$ cat src/rtl/ascon_pkg.sv
// Shared types and constants for the Ascon-p permutation unit.
// Holds the state packing, the controller FSM encoding and the LUT widths.
package ascon_pkg;

    localparam int unsigned MAX_ROUNDS  = 12;
    localparam int unsigned SBOX_ADDR_W = 5;
    localparam int unsigned SBOX_DATA_W = 20;

    // x0 lives in element [4], i.e. bits [319:256].
    typedef logic [4:0][63:0] ascon_state_t;

    typedef enum logic [1:0] {
        ST_IDLE,
        ST_RUN,
        ST_DONE
    } ctrl_state_e;

endpackage

$ cat src/rtl/ascon_perm_ctrl.sv
// Sequencing controller for the single-round Ascon-p datapath.
// Ports: in_* request handshake (state + round count), out_* result
// handshake, cfg_* S-box LUT write handshake, dp_* datapath/LUT side,
// busy high while a permutation is in flight or waiting to be read.
module ascon_perm_ctrl
    import ascon_pkg::*;
#(
    parameter int unsigned MAX_ROUNDS = ascon_pkg::MAX_ROUNDS
) (
    input  logic                              clk,
    input  logic                              rst,
    input  logic                              in_valid,
    output logic                              in_ready,
    input  logic [3:0]                        in_rounds,
    input  ascon_pkg::ascon_state_t           in_state,
    output logic                              out_valid,
    input  logic                              out_ready,
    output ascon_pkg::ascon_state_t           out_state,
    input  logic                              cfg_valid,
    output logic                              cfg_ready,
    input  logic [ascon_pkg::SBOX_ADDR_W-1:0] cfg_addr,
    input  logic [ascon_pkg::SBOX_DATA_W-1:0] cfg_data,
    output logic [3:0]                        dp_round_cnt,
    output ascon_pkg::ascon_state_t           dp_state_o,
    input  ascon_pkg::ascon_state_t           dp_state_i,
    output logic                              dp_upd_sbox,
    output logic [ascon_pkg::SBOX_ADDR_W-1:0] dp_sbox_addr,
    output logic [ascon_pkg::SBOX_DATA_W-1:0] dp_sbox_data,
    output logic                              busy
);

    localparam logic [3:0] MAX_R  = 4'(MAX_ROUNDS);
    localparam logic [3:0] LAST_R = 4'(MAX_ROUNDS - 1);

    ctrl_state_e  fsm_q, fsm_d;
    ascon_state_t state_q, state_d;
    logic [3:0]   rnd_q, rnd_d;
    logic [3:0]   nr_eff;

    // Out-of-range round counts fall back to the full permutation.
    always_comb begin
        nr_eff = in_rounds;
        if (in_rounds == 4'd0 || in_rounds > MAX_R) begin
            nr_eff = MAX_R;
        end
    end

    always_comb begin
        fsm_d   = fsm_q;
        state_d = state_q;
        rnd_d   = rnd_q;
        unique case (fsm_q)
            ST_IDLE: begin
                if (in_valid && in_ready) begin
                    state_d = in_state;
                    rnd_d   = MAX_R - nr_eff;
                    fsm_d   = ST_RUN;
                end
            end
            ST_RUN: begin
                state_d = dp_state_i;
                if (rnd_q == LAST_R) begin
                    fsm_d = ST_DONE;
                end else begin
                    rnd_d = rnd_q + 4'd1;
                end
            end
            ST_DONE: begin
                if (out_ready) begin
                    fsm_d = ST_IDLE;
                end
            end
            default: fsm_d = ST_IDLE;
        endcase
    end

    always_ff @(posedge clk or posedge rst) begin
        if (rst) begin
            fsm_q   <= ST_IDLE;
            state_q <= '0;
            rnd_q   <= '0;
        end else begin
            fsm_q   <= fsm_d;
            state_q <= state_d;
            rnd_q   <= rnd_d;
        end
    end

    // LUT writes only in IDLE and win a same-cycle request conflict.
    assign cfg_ready    = (fsm_q == ST_IDLE);
    assign in_ready     = (fsm_q == ST_IDLE) && !cfg_valid;
    assign dp_upd_sbox  = cfg_valid && cfg_ready;
    assign dp_sbox_addr = cfg_addr;
    assign dp_sbox_data = cfg_data;

    assign out_valid    = (fsm_q == ST_DONE);
    assign out_state    = (fsm_q == ST_DONE) ? state_q : '0;
    assign busy         = (fsm_q != ST_IDLE);
    assign dp_state_o   = state_q;
    assign dp_round_cnt = rnd_q;

endmodule

$ cat config.mk
export PLATFORM = sky130hd
export DESIGN_NAME = ascon_perm_ctrl
export DESIGN_NICKNAME = d
export VERILOG_FILES = /design/src/rtl/ascon_pkg.sv /design/src/rtl/ascon_perm_ctrl.sv
export SDC_FILE = /design/constraint.sdc
export NUM_CORES = 1
export LEC_CHECK = 0
export ABC_AREA = 1
export BUFFER_PORTS_ARGS = -buffer_cell sky130_fd_sc_hd__clkbuf_2
export CAP_MARGIN = 15
export CORE_AREA = 2 2 523 525
export DETAILED_ROUTE_END_ITERATION = 16
export DIE_AREA = 0 0 525 527
export PLACE_DENSITY = 0.3
export SLEW_MARGIN = 15
export SYNTH_ARGS = -nofsm -noshare
export SYNTH_HDL_FRONTEND = slang
export SYNTH_SLANG_ARGS = --single-unit
$ cat constraint.sdc
create_clock -name clk -period 13.8 [get_ports clk]
set_clock_uncertainty 0.05 [all_clocks]
set_input_delay 2.76 -clock clk [delete_from_list [all_inputs] [get_ports clk]]
set_output_delay 2.76 -clock clk [all_outputs]
set_load 0.02 [all_outputs]
======== After elaboration in Yosys (flattened, before gate mapping) ========
Index checks and enable logic that the tools add are counted.
word-level totals
  flip-flop bits (word level) ............. 326
  bits in latches ......................... 0
  RAM bits ................................ 0
  bits in read-only memories .............. 0
  bits of input ports ..................... 674
  output and inout port bits .............. 674
  logic and storage cells ................. 40
  memories ................................ 0
cells by class
  $add $sub $neg .......................... 2
  multiply operators ...................... 0
  div/mod/pow operators ................... 0
  $lt $le $gt $ge ......................... 1
  eq/ne operators ......................... 7
  shift-type cells ........................ 0
  multiplexer cells ....................... 11
  bitwise operators ....................... 0
  reductions and logical operators ........ 12
operator list
  cell                                                              number
  320-bit 2-to-1 mux                                                2
  320-bit case mux with 2 select lines                              1
  4-bit 2-to-1 mux                                                  3
  4-bit case mux with 2 select lines                                1
  2-bit 2-to-1 mux                                                  3
  2-bit case mux with 3 select lines                                1
  3-bit AND reduction                                               2
  4-bit by 1-bit adder with 4-bit output (second input constant)    1
  4-bit == test (second input constant)                             1
  4-bit > comparator (second input constant)                        1
  4-bit zero test                                                   1
  2-bit by 1-bit != test with 1-bit output (second input constant)  2
  2-bit != test (second input constant)                             2
  2-bit nonzero test                                                2
  4-bit subtractor (first input constant)                           1
  1-bit logical AND                                                 3
  2-bit by 1-bit == test with 1-bit output (second input constant)  1
  2-bit == test (second input constant)                             1
  2-bit zero test                                                   1
  2-bit AND reduction                                               1
  1-bit zero test                                                   1
  1-bit logical OR                                                  1

======== Depth between registers and ports, before layout ========
Gate-level depths: netlist of the first run.
  depth after elaboration ................. 6
  depth in mapped cells ................... 9
  depth with buffers taken out ............ 8

======== Worst setup path before layout of the first run ========
Ideal clock, no wire load.
  path type ............................... input to output
  from .................................... in cfg_valid
  to ...................................... out dp_upd_sbox
  arrival time ............................ 3.096 ns
  data required time ...................... 10.990 ns
  setup slack ............................. 7.894 ns
  stages .................................. 2
  path buffers ............................ 0
  path through ............................ inv_1 > nor2_1
between the ends
  longest elaborated chain between the ends .. 1
ends and longest elaborated chain
  what                line                   text
  start: declaration  ascon_perm_ctrl.sv:19  input logic cfg_valid,
  1-bit logical AND   ascon_perm_ctrl.sv:92  assign dp_upd_sbox = cfg_valid && cfg_ready;
  end: declaration    ascon_perm_ctrl.sv:26  output logic dp_upd_sbox,
Every way passes these cells.

==> results of run 1 <==
-- metrics by stage --
| step | std cells | instance area [um2] |
|---|---|---|
| 3_3_place_gp | 7222 | 27700 |
| 3_5_place_dp | 7222 | 27700 |
| 4_1_cts | 7315 | 29400 |
| 2_1_floorplan | 2512 | 17500 |
| 6_report | 7351 | 29500 |
| 5_1_grt | 7321 | 29400 |
-- kinds of logic after synthesis --
kind of cell / Yosys count / share of synthesized area (%)
AO/OA/AOI/OAI: 327 / 11.6
adder cells (fa/ha/maj): 2 / 0.143
buffers and inverters: 536 / 13.2
flip-flops: 326 / 46.6
AND/OR/NAND/NOR: 1321 / 28.5
-- sequential cells by signal, indices dropped and copies added, names as in the netlist --
register / flops
dp_state_o: 320
dp_round_cnt: 4
fsm_q: 2
-- per-layer routing --
metal	up-vias	global-route usage (%)
met5	-	0.398
met1	10600	15.2
li1	10200	-
met2	1269	20.6
met3	334	7.95
met4	126	3.86
-- synthesized netlist by cell type (2+ instances only) --
library cell,instances
nor2_1,650
nand3_1,7
a31oi_1,320
clkbuf_4,7
buf_4,38
dfrtp_1,326
buf_6,2
buf_2,89
inv_1,333
nand2_1,660
o21ai_0,4
clkbuf_1,63
buf_1,2
ha_1,2
-- critical path, delay by kind of cell, from the launching register on --
family / cells / cell delay [ps]
and+or+nand+nor: 2 / 340
DFF: 1 / 440
buffers and inverters: 5 / 1890
-- area by class of cell --
type	instances	area (um2)
Multi-Input combinational cell	1650	7070
Clock inverter	14	163
Tap cell	3589	4490
Clock buffer	79	1540
Timing Repair Buffer	1322	6720
Antenna cell	36	90.1
Inverter	335	1290
Sequential cell	326	8160
Fill cell	32200	242000
-- path summary, 6_finish.rpt --
| check | end | cells past startpoint | start |
|---|---|---|---|
| min in group asynchronous | dp_state_o[209] | 2 | rst |
| hold / removal | dp_round_cnt[1] | 1 | dp_round_cnt[1] |
| setup reg to reg | dp_state_o[231] | 6 | fsm_q[1] |
| setup / recovery | out_state[176] | 7 | fsm_q[1] |
| max in group asynchronous | dp_state_o[33] | 4 | rst |
| hold reg to reg | dp_round_cnt[1] | 1 | dp_round_cnt[1] |
-- power breakdown --
group          switching (W)  internal (W)  leakage [nW]
logic                0.00288      0.000996          10.9
registers           0.000618       0.00148          3.74
clock network       0.000602      0.000819         0.827
-- cells in the final DEF, fill, tap and decap left out --
cell type / n
clkbuf_1: 14
nor2_4: 1
clkbuf_2: 1297
inv_8: 2
inv_1: 332
buf_4: 22
o22ai_1: 1
clkinv_4: 2
nand3_1: 7
nor2_1: 650
clkbuf_16: 53
clkbuf_8: 12
dfrtp_1: 326
nand3_2: 1
nand2_8: 1
clkinv_2: 5
ha_1: 2
bufinv_16: 3
nand2_1: 660
inv_16: 1
nor2_2: 1
clkinvlp_4: 4
buf_12: 3
o21a_1: 1
diode_2: 36
o21ai_0: 4
a31oi_1: 320
a21oi_1: 1
==> summary.md, run 1 <==
| Metric | Value |
|---|---|
| Finish-stage setup viols | `0` |
| Tmin final | `6380 ps` |
| Min-Delay Path Class | `reg2reg` |
| Hold-fix buffer count after cts | `0` |
| Routed vias/inst | `3.06` |
| ANT nets after route | `0` |
| Post-synth top area share | `46.6%` |
| Crit path DAT | `3570 ps` |
| I/O pin cnt | `1348` |
| Max incr delay on CP | `760 ps` |
| Die Y | `527 um` |
| Yosys reg bits | `326` |
| Cell type with the largest total area after synthesis | `dfrtp_1` |
| Post-CTS Setup Bufs | `0` |
| Area delta synth->final | `68.4%` |
| Fraction of layout cells with a size suffix above 1 | `37.8%` |
| Post-Syn Area | `0.0175 mm2` |
| H-tree levels | `2` |
| Synth cell types | `23` |
| Crit path cell chain | `inv_1, nor2_1, inv_8, buf_4, buf_4, nor2_1, clkbuf_2` |
| Max VDD drop | `0.123 mV` |
| Top Metal Used | `met5` |
| Routed WL | `191000 um` |
| Main area contributors after synthesis | `dfrtp_1 (47%), nand2_1 (14%), nor2_1 (14%)` |
| RSZ-0062 raised after global routing | `false` |
| Total power | `0.00739 W` |
| Critical path type | `reg2out` |
| WL met3 | `26100 um` |
| Count of input and output buffers | `1297` |
| Max FO, Critical Path | `79` |
| Antenna violations before repair | `152` |
| GRT overflow | `0` |
| Worst skew pair latency | `690 ps` |
| Total Routing Usage GR | `13.3%` |
| DR iter-0 viols | `1244` |
| Routed wl met2 | `82900 um` |
| Mapped Avg Cell Area | `6.98 um2` |
| Vias in the first global route | `22800` |
| Post-synthesis sequential area ratio | `46.6%` |
| CTS resizes | `0` |
| Row cnt | `192` |
| Hold WS | `513 ps` |
| Largest net degree at the start of global routing | `153` |
| Cells after Synth | `2512` |
| # DRC | `0` |
| Status | `completed` |
| Clk slew on worst S/H paths | `60 ps` |
| Gp weighted congestion | `0.933` |
| Drt first pass iters | `5` |
| CTS tree | `yes` |
| Slew Limit Fails | `0` |
| CP Capture Type | `primary output` |
| Crit share post-route | `46.3%` |
| Nets | `4363` |
| Die Width | `525 um` |
| CTS root buf | `clkbuf_16` |
| HPWL after DPL | `164000 um` |
| Met1 WL | `75500 um` |
| R2R setup slack | `9900 ps` |
| First-pass GRT wire length | `243000 um` |
| Main synth FF type | `dfrtp_1` |
| WL/cell | `26.0 um` |
| Dpl ws | `7590 ps` |
| Die area | `0.277 mm2` |
| Clock sink total | `326` |
| Worst-Margin Slew | `987 ps` |
| Max cap viols | `0` |
| Starting Density | `6.45%` |
| Setup TNS | `0 ps` |
| Clock Tree Buf Depth | `3` |
| Worst setup SP type | `register` |
| Final worst slack | `7420 ps` |
| Slowest cell on crit path | `buf_4` |
| PwrDens | `251 mW/mm2` |
| Synthesized net count | `3188` |
| Core area | `0.272 mm2` |
| Static leakage | `15.5 nW` |
| Vias | `22500` |
| Post-synth EDFFs | `0` |
| Peak Freq | `0.157 GHz` |
| Synth Warn # | `0` |
| Async S/R FF share, synth | `100%` |
| Hold Vio Cnt, Final | `0` |
| Final Util | `10.9%` |
| CTS Buf Count | `52` |
| Slew HR | `34.2%` |
| CP required | `10990 ps` |
(Power assumes the default switching activity.)
==> inputs of run 2 (changes only) <==
Clock period 13.8 ns to 5.8 ns, I/O delays scaled along.
==> run 2 against run 1 <==
Net effect:
- final area is 1.2% higher
- largest power group unchanged
- largest cell class unchanged
- sequential cell count stayed put
- via count is 0.15% higher
- cell count is 0.29% higher
- combinational power is 150% higher
- highest routed layer unchanged
- first-iteration DRC count is 3.3% lower
- wire length is 0.44% higher
- sequential share of layout area is 0.33 points lower
- register-to-register slack worse by 6800 ps
- worst setup slack worse by 5800 ps
- critical path type unchanged
==> summary.md, run 2 (synthesis results as in run 1) <==
| Metric | Value |
|---|---|
| CP most frequent cell | `nor2_1` |
| Max VDD drop | `0.349 mV` |
| Finish-stage setup viols | `0` |
| Count of input and output buffers | `1297` |
| R2R setup slack | `3150 ps` |
| Most Used Layer, Global Route | `met2` |
| Die Y | `527 um` |
| Starting Density | `6.45%` |
| Number of flip-flops in the largest register | `320` |
| Hold-fix buffer count after cts | `0` |
| Max FO, Critical Path | `84` |
| H-tree levels | `2` |
| Hold Vio Cnt, Final | `0` |
| Slowest cell on crit path | `dfrtp_1` |
| Routed WL | `192000 um` |
| Multi-input gate area | `0.00707 mm2` |
| Routed vias/inst | `3.06` |
| HPWL after DPL | `166000 um` |
| CP Launch Point | `fsm_q[1]` |
| First-pass GRT wire length | `243000 um` |
| GRT overflow | `0` |
| CTS root buf | `clkbuf_16` |
| Max cap viols | `0` |
| Post-Place Cells | `7240` |
| Nets | `4381` |
| Sequential power share | `27.3%` |
| Max incr delay on CP | `430 ps` |
| Fraction of layout cells with a size suffix above 1 | `38.2%` |
| Slew HR | `37.2%` |
| Setup TNS | `0 ps` |
| Final cell count without fillers | `7372` |
| Crit path cell chain | `inv_1, nor2_1, inv_8, buf_12, nor2_1, clkbuf_2` |
| Worst-Margin Slew | `942 ps` |
| DR iter-0 viols | `1203` |
| Largest net degree at the start of global routing | `130` |
| Commonest non-fill, non-tap cell in the layout | `clkbuf_2` |
| Switching Power | `0.0101 W` |
| # DRC | `0` |
| Worst skew pair latency | `680 ps` |
| Sequential cell area | `0.00816 mm2` |
| CTS Buf Count | `52` |
| Total Routing Usage GR | `13.4%` |
| Internal | `0.00807 W` |
| Core area | `0.272 mm2` |
| Peak Freq | `0.239 GHz` |
| Static leakage | `15.7 nW` |
| RSZ-0062 raised after global routing | `false` |
| Clock share of power | `19.5%` |
| Sw frac | `55.5%` |
| Hold WS | `502 ps` |
| Gp weighted congestion | `0.970` |
| CP Capture Type | `primary output` |
| Commonest cells after routing, fill and taps aside | `clkbuf_2 (1297), nand2_1 (660), nor2_1 (650), inv_1 (332), dfrtp_1 (326)` |
| ANT nets after route | `0` |
| Worst setup SP type | `register` |
| Die Width | `525 um` |
| CTS tree | `yes` |
| Critical path type | `reg2out` |
| Clock Tree Buf Depth | `3` |
| Post-CTS Setup Bufs | `0` |
| Crit path DAT | `2970 ps` |
| CTS resizes | `0` |
| Status | `completed` |
| Slew Limit Fails | `0` |
| Final instance area | `0.0299 mm2` |
| Row cnt | `192` |
| Met1 Track Usage GR | `15.6%` |
| Area delta synth->final | `70.4%` |
| Vias | `22600` |
| PwrDens | `608 mW/mm2` |
| Crit share post-route | `72.0%` |
| Grt met3 use | `7.79%` |
| Drt first pass iters | `5` |
| CP required | `4590 ps` |
| Vias in the first global route | `22700` |
| Min-Delay Path Class | `in2async` |
| Fill count | `32200` |
| Post-DP Area | `0.0279 mm2` |
| WL/cell | `26.0 um` |
| Combinational share of power | `53.2%` |
| Tmin final | `4180 ps` |
| M2 GR Usage | `20.6%` |
| Clock sink total | `326` |
| Reg-to-Reg Start | `fsm_q[1]` |
| Total power | `0.0182 W` |
| I/O pin cnt | `1348` |
| Antenna violations before repair | `148` |
| Die area | `0.277 mm2` |
| Clk slew on worst S/H paths | `70 ps` |
-- run 2: power groups by stage --
stage | registers, W | clock network (W) | logic [W]
6_report | 0.00495 | 0.00354 | 0.00966
5_1_grt | 0.00511 | 0.00377 | 0.0106
4_1_cts | 0.00498 | 0.00372 | 0.0100
3_5_place_dp | 0.00501 | 0 | 0.0100
3_3_place_gp | 0.00498 | 0 | 0.0100
2_1_floorplan | 0.00578 | 0 | 0.00391
-- run 2: path summary, 6_finish.rpt --
path / endpoint / depth (start not counted)
max in group asynchronous: dp_state_o[89] / 3
worst min register to register: dp_state_o[189] / 2
min in group clk: dp_state_o[189] / 2
worst min-delay path: dp_state_o[245] / 2
worst max register to register: dp_state_o[74] / 5
worst max-delay path: out_state[257] / 6
-- run 2: routing by layer --
| metal | share of wire (%) | vias to the layer above | wire [um] |
|---|---|---|---|
| met4 | 3.0 | 126 | 5800 |
| met1 | 40 | 10600 | 76200 |
| met3 | 14 | 340 | 26100 |
| met2 | 43 | 1264 | 83100 |
| li1 | - | 10200 | - |
| met5 | 0.44 | - | 838 |
-- run 2: cell type report --
class | instances | area share (%)
clock inverters | 20 | 0.959
clock buffers | 78 | 5.19
multi-input cells | 1650 | 23.7
diodes | 34 | 0.285
repair buffers | 1340 | 23.3
flip-flops and latches | 326 | 27.3
well taps | 3589 | 15.0
inverters | 335 | 4.29
-- run 2: critical path: cells and delay by family, from the launching register on --
kind          cells  cell delay, ps
flops             1             430
buf+inv           4             930
simple gates      2             740
-- run 2: metrics by stage --
stage,utilization (%),setup WS [ps]
CTS,11.0,1490
finish,11.0,1620
global route,11.0,1480
floorplan,-,239
detailed placement,10.3,2300
global placement,10.3,2300
